==> src/rtl/ssm_io_sequencer.sv <==
// Host-side initiator for the fp16 SSM block: loads one operand frame into flat buses,
// fires a single start pulse, waits for done (with watchdog) and streams the result back out.
module ssm_io_sequencer #(
  parameter int unsigned B      = 1,
  parameter int unsigned H      = 4,
  parameter int unsigned P      = 4,
  parameter int unsigned N      = 4,
  parameter int unsigned DW     = 16,
  parameter int unsigned TO_CYC = 4096
) (
  input  logic                  clk,
  input  logic                  rst,
  input  logic                  in_valid,
  output logic                  in_ready,
  input  logic [DW-1:0]         in_data,
  output logic [B*H*DW-1:0]     dt_flat,
  output logic [B*H*DW-1:0]     dA_flat,
  output logic [B*N*DW-1:0]     Bmat_flat,
  output logic [B*N*DW-1:0]     C_flat,
  output logic [H*DW-1:0]       D_flat,
  output logic [B*H*P*DW-1:0]   x_flat,
  output logic [B*H*P*N*DW-1:0] h_prev_flat,
  output logic                  ssm_start,
  input  logic                  ssm_done,
  input  logic [B*H*P*DW-1:0]   y_flat_in,
  output logic                  out_valid,
  input  logic                  out_ready,
  output logic [DW-1:0]         out_data,
  output logic                  out_last,
  output logic                  busy,
  output logic                  err_timeout
);
  localparam int unsigned NBH  = B * H;
  localparam int unsigned NBN  = B * N;
  localparam int unsigned NX   = B * H * P;
  localparam int unsigned NHP  = B * H * P * N;
  localparam int unsigned O_DT = 0;
  localparam int unsigned O_DA = O_DT + NBH;
  localparam int unsigned O_BM = O_DA + NBH;
  localparam int unsigned O_C  = O_BM + NBN;
  localparam int unsigned O_D  = O_C + NBN;
  localparam int unsigned O_X  = O_D + H;
  localparam int unsigned O_HP = O_X + NX;
  localparam int unsigned L    = O_HP + NHP;
  localparam int unsigned IW   = (L > 1) ? $clog2(L) : 1;
  localparam int unsigned JW   = (NX > 1) ? $clog2(NX) : 1;
  localparam int unsigned WW   = (TO_CYC > 1) ? $clog2(TO_CYC) : 1;

  typedef enum logic [1:0] {S_LOAD, S_FIRE, S_WAIT, S_UNLOAD} state_e;

  state_e          state_q, state_d;
  logic [IW-1:0]   idx_q, idx_d;
  logic [JW-1:0]   j_q, j_d;
  logic [WW-1:0]   wd_q, wd_d;
  logic [DW-1:0]   frame_q [L];
  logic [DW-1:0]   frame_d [L];
  logic [DW-1:0]   ybuf_q [NX];
  logic [DW-1:0]   ybuf_d [NX];
  logic [DW-1:0]   ybuf_in [NX];
  logic            in_ready_q, in_ready_d;
  logic            start_q, start_d;
  logic            out_valid_q, out_valid_d;
  logic            out_last_q, out_last_d;
  logic [DW-1:0]   out_data_q, out_data_d;
  logic            busy_q, busy_d;
  logic            err_q, err_d;

  // The whole frame lives in one word array; each tensor bus is a fixed window of it.
  for (genvar g = 0; g < NBH; g++) begin : g_bh
    assign dt_flat[g*DW +: DW] = frame_q[O_DT + g];
    assign dA_flat[g*DW +: DW] = frame_q[O_DA + g];
  end
  for (genvar g = 0; g < NBN; g++) begin : g_bn
    assign Bmat_flat[g*DW +: DW] = frame_q[O_BM + g];
    assign C_flat[g*DW +: DW]    = frame_q[O_C + g];
  end
  for (genvar g = 0; g < H; g++) begin : g_d
    assign D_flat[g*DW +: DW] = frame_q[O_D + g];
  end
  for (genvar g = 0; g < NX; g++) begin : g_x
    assign x_flat[g*DW +: DW] = frame_q[O_X + g];
    assign ybuf_in[g]         = y_flat_in[g*DW +: DW];
  end
  for (genvar g = 0; g < NHP; g++) begin : g_hp
    assign h_prev_flat[g*DW +: DW] = frame_q[O_HP + g];
  end

  assign in_ready    = in_ready_q;
  assign ssm_start   = start_q;
  assign out_valid   = out_valid_q;
  assign out_last    = out_last_q;
  assign out_data    = out_data_q;
  assign busy        = busy_q;
  assign err_timeout = err_q;

  always_ff @(posedge clk or posedge rst) begin
    if (rst) begin
      state_q     <= S_LOAD;
      idx_q       <= '0;
      j_q         <= '0;
      wd_q        <= '0;
      frame_q     <= '{default: '0};
      ybuf_q      <= '{default: '0};
      in_ready_q  <= 1'b1;
      start_q     <= 1'b0;
      out_valid_q <= 1'b0;
      out_last_q  <= 1'b0;
      out_data_q  <= '0;
      busy_q      <= 1'b0;
      err_q       <= 1'b0;
    end else begin
      state_q     <= state_d;
      idx_q       <= idx_d;
      j_q         <= j_d;
      wd_q        <= wd_d;
      frame_q     <= frame_d;
      ybuf_q      <= ybuf_d;
      in_ready_q  <= in_ready_d;
      start_q     <= start_d;
      out_valid_q <= out_valid_d;
      out_last_q  <= out_last_d;
      out_data_q  <= out_data_d;
      busy_q      <= busy_d;
      err_q       <= err_d;
    end
  end

  // Next state; handshake outputs are registered from the next state so they line up with it.
  always_comb begin
    state_d = state_q;
    idx_d   = idx_q;
    j_d     = j_q;
    wd_d    = wd_q;
    err_d   = err_q;
    frame_d = frame_q;
    ybuf_d  = ybuf_q;
    unique case (state_q)
      S_LOAD: begin
        if (in_valid) begin
          frame_d[idx_q] = in_data;
          if (idx_q == IW'(L - 1)) begin
            idx_d   = '0;
            state_d = S_FIRE;
          end else begin
            idx_d = idx_q + 1'b1;
          end
        end
      end
      S_FIRE: begin
        wd_d    = '0;
        state_d = S_WAIT;
      end
      S_WAIT: begin
        if (ssm_done) begin
          ybuf_d  = ybuf_in;
          j_d     = '0;
          wd_d    = '0;
          state_d = S_UNLOAD;
        end else if (wd_q == WW'(TO_CYC - 1)) begin
          err_d   = 1'b1;
          idx_d   = '0;
          wd_d    = '0;
          state_d = S_LOAD;
        end else begin
          wd_d = wd_q + 1'b1;
        end
      end
      S_UNLOAD: begin
        if (out_ready) begin
          if (j_q == JW'(NX - 1)) begin
            j_d     = '0;
            state_d = S_LOAD;
          end else begin
            j_d = j_q + 1'b1;
          end
        end
      end
      default: state_d = S_LOAD;
    endcase
    in_ready_d  = (state_d == S_LOAD);
    start_d     = (state_d == S_FIRE);
    busy_d      = (state_d != S_LOAD);
    out_valid_d = (state_d == S_UNLOAD);
    out_last_d  = (state_d == S_UNLOAD) && (j_d == JW'(NX - 1));
    out_data_d  = ybuf_d[j_d];
  end
endmodule

==> config.mk <==
export PLATFORM = sky130hd
export DESIGN_NAME = ssm_io_sequencer
export DESIGN_NICKNAME = d
export VERILOG_FILES = /design/src/rtl/ssm_io_sequencer.sv
export SDC_FILE = /design/constraint.sdc
export NUM_CORES = 2
export LEC_CHECK = 0
export ABC_AREA = 1
export BUFFER_PORTS_ARGS = -buffer_cell sky130_fd_sc_hd__buf_2
export CAP_MARGIN = 15
export CORE_AREA = 2 2 731 733
export CTS_CLUSTER_DIAMETER = 40
export DETAILED_ROUTE_END_ITERATION = 12
export DIE_AREA = 0 0 733 735
export GPL_ROUTABILITY_DRIVEN = 0
export PLACE_DENSITY = 0.3
export SKIP_CTS_REPAIR_TIMING = 1
export SLEW_MARGIN = 20
export SYNTH_ARGS = -nofsm -noshare
export SYNTH_HDL_FRONTEND = slang
export SYNTH_SLANG_ARGS = --single-unit
==> constraint.sdc <==
create_clock -name clk -period 79.8 [get_ports clk]
set_input_delay 11.97 -clock clk [delete_from_list [all_inputs] [get_ports clk]]
set_output_delay 11.97 -clock clk [all_outputs]
set_load 0.05 [all_outputs]
* Word-level counts from Yosys, hierarchy flattened *
Index checks and enable logic that the tools add are counted.

storage, ports and cells
  register bits after elaboration = 1903
  bits of input ports = 277
  output and inout bits = 1622
  word-level logic and storage cells = 185

cells by class
  $add $sub $neg = 3
  $lt $le $gt $ge = 3
  equal/unequal tests = 12
  muxes and demuxes = 27
  bitwise logic cells = 3
  reductions and logical operators = 10

operators by type and width
  operator                                                     count
  bitwise mux 1600 bit                                         1
  two-way mux 256 bit                                          2
  demux 16 bit (select 7 bit)                                  1
  binary-select mux 16 bit (select 4 bit)                      1
  two-way mux 16 bit                                           3
  two-way mux 7 bit                                            4
  two-way mux 12 bit                                           2
  case mux 12 bit (2 select lines)                             1
  case mux 7 bit (2 select lines)                              1
  adder 12 x 1 -> 12 bit (second input constant)               1
  equality test 12 bit (second input constant)                 1
  two-way mux 2 bit                                            6
  two-way mux 4 bit                                            3
  equality test 4 bit (second input constant)                  2
  greater-or-equal comparator 8 bit (second input constant)    1
  less-than comparator 8 x 1 -> 1 bit (second input constant)  1
  NOT 7 -> 8 bit                                               1
  case mux 2 bit (4 select lines)                              1
  case mux 4 bit (2 select lines)                              1
  adder 7 x 1 -> 7 bit (second input constant)                 1
  equality test 7 bit (second input constant)                  1
  equality test 2 bit (second input constant)                  3
  != test 2 bit (second input constant)                        3
  nonzero test 2 bit                                           3
  other kinds (10)                                             13

* Longest topological paths before layout *
  depth in word-level cells = 8
  gate-level depth with buffers = 17
  gate-level depth less buffers = 14

* Least setup slack after synthesis *
OpenSTA, ideal clock, no wires.

  path kind = input -> register
  start point = in ssm_done
  end point = reg out_data_q[12], in the netlist out_data[12]
  library setup time = 117 ps
  arrival time = 13115 ps
  data required time = 79683 ps
  slack = 66567 ps
  cell stages on the path = 13
  path buffers = 3
  cell sequence = nand2_1 > buf_4 > buf_4 > clkbuf_1 > nand2_1 > o21ai_0 > nand3_1 > nand3_1 > nand2_1 > nand2_1 > nand2_1 > nand2_1 > nand2_1

on the way
  longest elaborated chain between the ends = 6
  elaborated cells on any way between the ends = 8
  classes of those cells = mux: 7; bitwise: 1

ends and longest elaborated chain
  element                                                  RTL line  RTL
  start, declared                                          24        input logic ssm_done,
  two-way mux 4 bit                                        154       if (ssm_done) begin
  case mux 4 bit (2 select lines)                          137       unique case (state_q)
  NOT 4 -> 5 bit (not written as such)                     185       out_data_d = ybuf_d[j_d];
  binary-select mux 16 bit (select 4 bit) *                185
  two-way mux 16 bit (not written as such) * (2 in a row)  185
  net out_data_d[12]                                       64        logic [DW-1:0] out_data_q, out_data_d;
  end signal, assigned                                     122       out_data_q <= out_data_d;
  end, declared                                            64

Mark *: on every way through the listed nets, which the timed path passes. The rest lies on a longest branch. The select of a mux whose other input is x is not followed.
A chain may end at the register's enable or synchronous reset.

==> parameters.txt <==
Parameter                              Value

Yosys
  Commonest register cell after synthesis    sky130_fd_sc_hd__dfrtp_1
  Net Count, Synth    7,791
  Cell area after synthesis    71,900 um^2
  Area fraction in and, or, nand and nor cells after synthesis    0.146
  Count of mapped cells out of synthesis    7,508
  Xor and xnor area share after synthesis    0.000731
  Number of enable-type register cells in the synthesized netlist    0
  Main combinational cell family by area after synthesis    simple AND/OR/NAND/NOR gates
  Fraction of the mapped netlist area in compound gates    0.131
  Total of warnings raised by yosys    0
  Portion of the post-synthesis area used by sequential elements    0.662
  Multiplexer share of the synthesized area    0.000139
  Synthesized area per cell    9.58 um^2
  Adder and majority cell fraction of the synthesized area    0.00104
  Fraction of registers with async set or reset after synthesis    1.00
  Synth Register Bits    1,903
  Post-synth cell types    37

Route
  Via count normalized by instance count    3.58
  Average wire per standard cell    24.5 um
  Number of remaining DRC errors    0
  Routed length on met3    35,800 um
  First-pass iteration count of the detailed router    5
  Detailed Route WL    411,000 um
  Number of vias after detailed routing    60,200
  Met1 wire length    164,000 um
  Antenna violation net count after detailed routing    0
  Top sig layer    met5
  Number of violations reported at the end of detailed-routing iteration 0    4,036
  Detailed route wirelength on metal2    197,000 um

Placement
  Final HPWL DP    289,000 um
  Port Buffer Count    1,898

STA
  Highest clock rate    0.0627 GHz
  Total negative setup slack    0 ps
  Actual transition at the worst max-transition pin    1130 ps
  Unrepaired setup endpoints after global routing    no
  Endpoints failing hold    0
  Clk_skew    81.2 ps
  Hold Worst Slack    473 ps
  Period utilization    0.200
  Final critical path time including I/O delays and setup    15,940 ps
  Max Slew Vio Count    0
  Finish-stage setup viols    0
  Max-slew headroom    0.241

Floorplan
  Initial standard-cell utilization of the core    0.135
  I/O Pins    1,899
  Chip width    733 um
  Die height    735 um
  Floorplan row count    268
  Core outline area    531,000 um^2
  Full die area    539,000 um^2

Worst setup path
  Worst setup EP type    async pin
  Critical path data arrival time    16,890 ps
  Maximum fanout count along the critical path    151
  Reg-to-reg slack, setup    75,180 ps
  Crit path kind    in2async
  Data required time at the worst endpoint    80,750 ps
  CP Launch Type    input pin

Cells and area
  Share of layout cells above drive strength 1    0.299
  Area used by multi-input combinational logic    20,300 um^2
  Area growth syn-to-layout    45.5%
  Fill count    59,200
  Footprint of the flip-flops and latches    47,600 um^2
  Count of nets after finishing    9,667

Clock tree
  Clock sink count    1,903
  Clock tree buffer depth    4
  TritonCTS Buffers    417
  TritonCTS clock tree    done
  Clock transition at path regs    50 ps
  Clock root buffer    sky130_fd_sc_hd__clkbuf_16
  Clock latency of the later-clocked register in the worst-skew pair    960 ps
  Maximum level of the CTS H-tree    5

Worst hold path
  Path type of the worst min-delay path    reg2reg

Power
  Switching portion of total power    0.368
  Net switching power figure    1500 uW
  Peak supply drop    0.0198 mV
  Cell Pwr Density    38.9 nW/um^2
  Clock power frac    0.458
  Internal power    2570 uW
  Sequential Power Share    0.290
  Combinational cell fraction of total power    0.252
  Leakage power summed over all cells    0.0524 uW

Outcome
  Status    completed

GRT
  Global-route wire length before repair    557,000 um
  Vias in the first global route    60,800
  GRT Residual Overflow    0
  Pin count of the biggest net entering global routing    152
  All-layer global routing usage    0.147
  Antenna violations before repair    105

Flow run
  Reported max-cap violation count    0
## routing by layer
layer,GRT usage,vias up
met3,0.0540,615
met2,0.250,2098
met4,0.0436,52
met5,0,-
li1,-,28100
met1,0.173,29300
## cells by family (layout without fill, tap and decap cells)
| group | after synthesis | count (layout) |
|---|---|---|
| compound gates | 1881 | 1881 |
| xor+xnor | 6 | 6 |
| fa+ha+maj | 6 | 6 |
| buf+inv | 1095 | 3322 |
| flops | 1903 | 1903 |
| mux | 1 | 1 |
| other cells | 0 | 32 |
| simple gates | 2616 | 2616 |
## final cells by class
| type | instances | share of cell area |
|---|---|---|
| Sequential cell | 1903 | 0.455 |
| Clock inverter | 232 | 0.0344 |
| Multi-Input combinational cell | 4510 | 0.194 |
| Timing Repair Buffer | 2043 | 0.102 |
| Tap cell | 7020 | 0.0840 |
| Clock buffer | 538 | 0.111 |
| Inverter | 509 | 0.0191 |
| Antenna cell | 32 | 0.000765 |
## through the flow
| step | util | cells | setup slack, ps | instance area, um^2 | power (uW) |
|---|---|---|---|---|---|
| 6_report | 0.197 | 16800 | 63860 | 105000 | 4070 |
| 5_1_grt | 0.197 | 16800 | 63080 | 105000 | 4280 |
| 4_1_cts | 0.197 | 16800 | 63680 | 104000 | 4150 |
| 3_5_place_dp | 0.168 | 16000 | 62510 | 89300 | 2250 |
| 3_3_place_gp | 0.168 | 16000 | 62490 | 89300 | 2250 |
| 2_1_floorplan | - | 7508 | 14090 | 71900 | 1850 |
## power groups by stage
stage	clock (uW)	combinational, uW	sequential, uW
after floorplan	0	361	1490
after global placement	0	1060	1190
after detailed placement	0	1060	1190
after CTS	1910	1060	1180
after global routing	1960	1120	1200
final	1870	1030	1180
## sequential cells by signal, indices dropped and copies added (netlist names), 2 cells and up
signal and cells:
j_q 4, Bmat_flat 64, state_q 2, out_data 16, D_flat 64, ybuf_q 256, dt_flat 64, wd_q 12
dA_flat 64, C_flat 64, idx_q 7, x_flat 256, h_prev_flat 1024
## Yosys cell counts (all sizes together) (3+ instances only)
master	number	area share
inv	492	0.026
buf	56	0.0041
nor3	16	0.0013
clkbuf	530	0.028
a21oi	7	0.00049
clkinv	17	0.00089
nand2	2148	0.11
nor4	7	0.0010
o21ai	1868	0.13
ha	6	0.0010
nand4	3	0.00026
nand3	340	0.024
xor2	5	0.00061
dfrtp	1902	0.66
nor2	38	0.0020
or2	62	0.0054
## worst max-delay path: stages
cell and delay [ps]:
sky130_fd_sc_hd__buf_2 130, sky130_fd_sc_hd__inv_8 370, sky130_fd_sc_hd__buf_4 540, sky130_fd_sc_hd__buf_4 660, sky130_fd_sc_hd__buf_4 580, sky130_fd_sc_hd__buf_4 800, sky130_fd_sc_hd__buf_4 710, sky130_fd_sc_hd__buf_12 620
## cells in the final DEF (no fill, tap or decap), drive strengths merged
master    netlist  final
a31oi           1      1
nand3         340    340
xnor2           1      1
inv           492    518
a21oi           7      7
buf            56   2043
ha              6      6
dfrtp        1902   1902
a211oi          1      1
o21ai        1868   1868
o22ai           1      1
clkinv         17    113
nor4            7      7
nand3b          1      1
mux2i           1      1
a41oi           1      1
clkbuf        530    538
nor3           16     16
nand4           3      3
a31o            1      1
bufinv          0     68
or2            62     62
xor2            5      5
clkinvlp        0     42
and3            1      1
diode           0     32
nor2           38     38
o21bai          1      1
nand2        2148   2148
dfstp           1      1
## worst paths after layout
kind                                              start                 endpoint  cells past startpoint
worst max-delay path                                rst   D_flat[36]$_DFFE_PP0P_                      8
worst min-delay path            err_timeout$_DFFE_PP0P_  err_timeout$_DFFE_PP0P_                      2
worst max register to register     state_q[0]$_DFF_PP0_   out_data[12]$_DFF_PP0_                     14
worst min register to register  err_timeout$_DFFE_PP0P_  err_timeout$_DFFE_PP0P_                      2
max in group clk                               ssm_done   out_data[12]$_DFF_PP0_                     11
min in group asynchronous                           rst    ybuf_q[245]$_DFF_PP0_                      2
No activity file was read; power rests on OpenSTA's default activity.
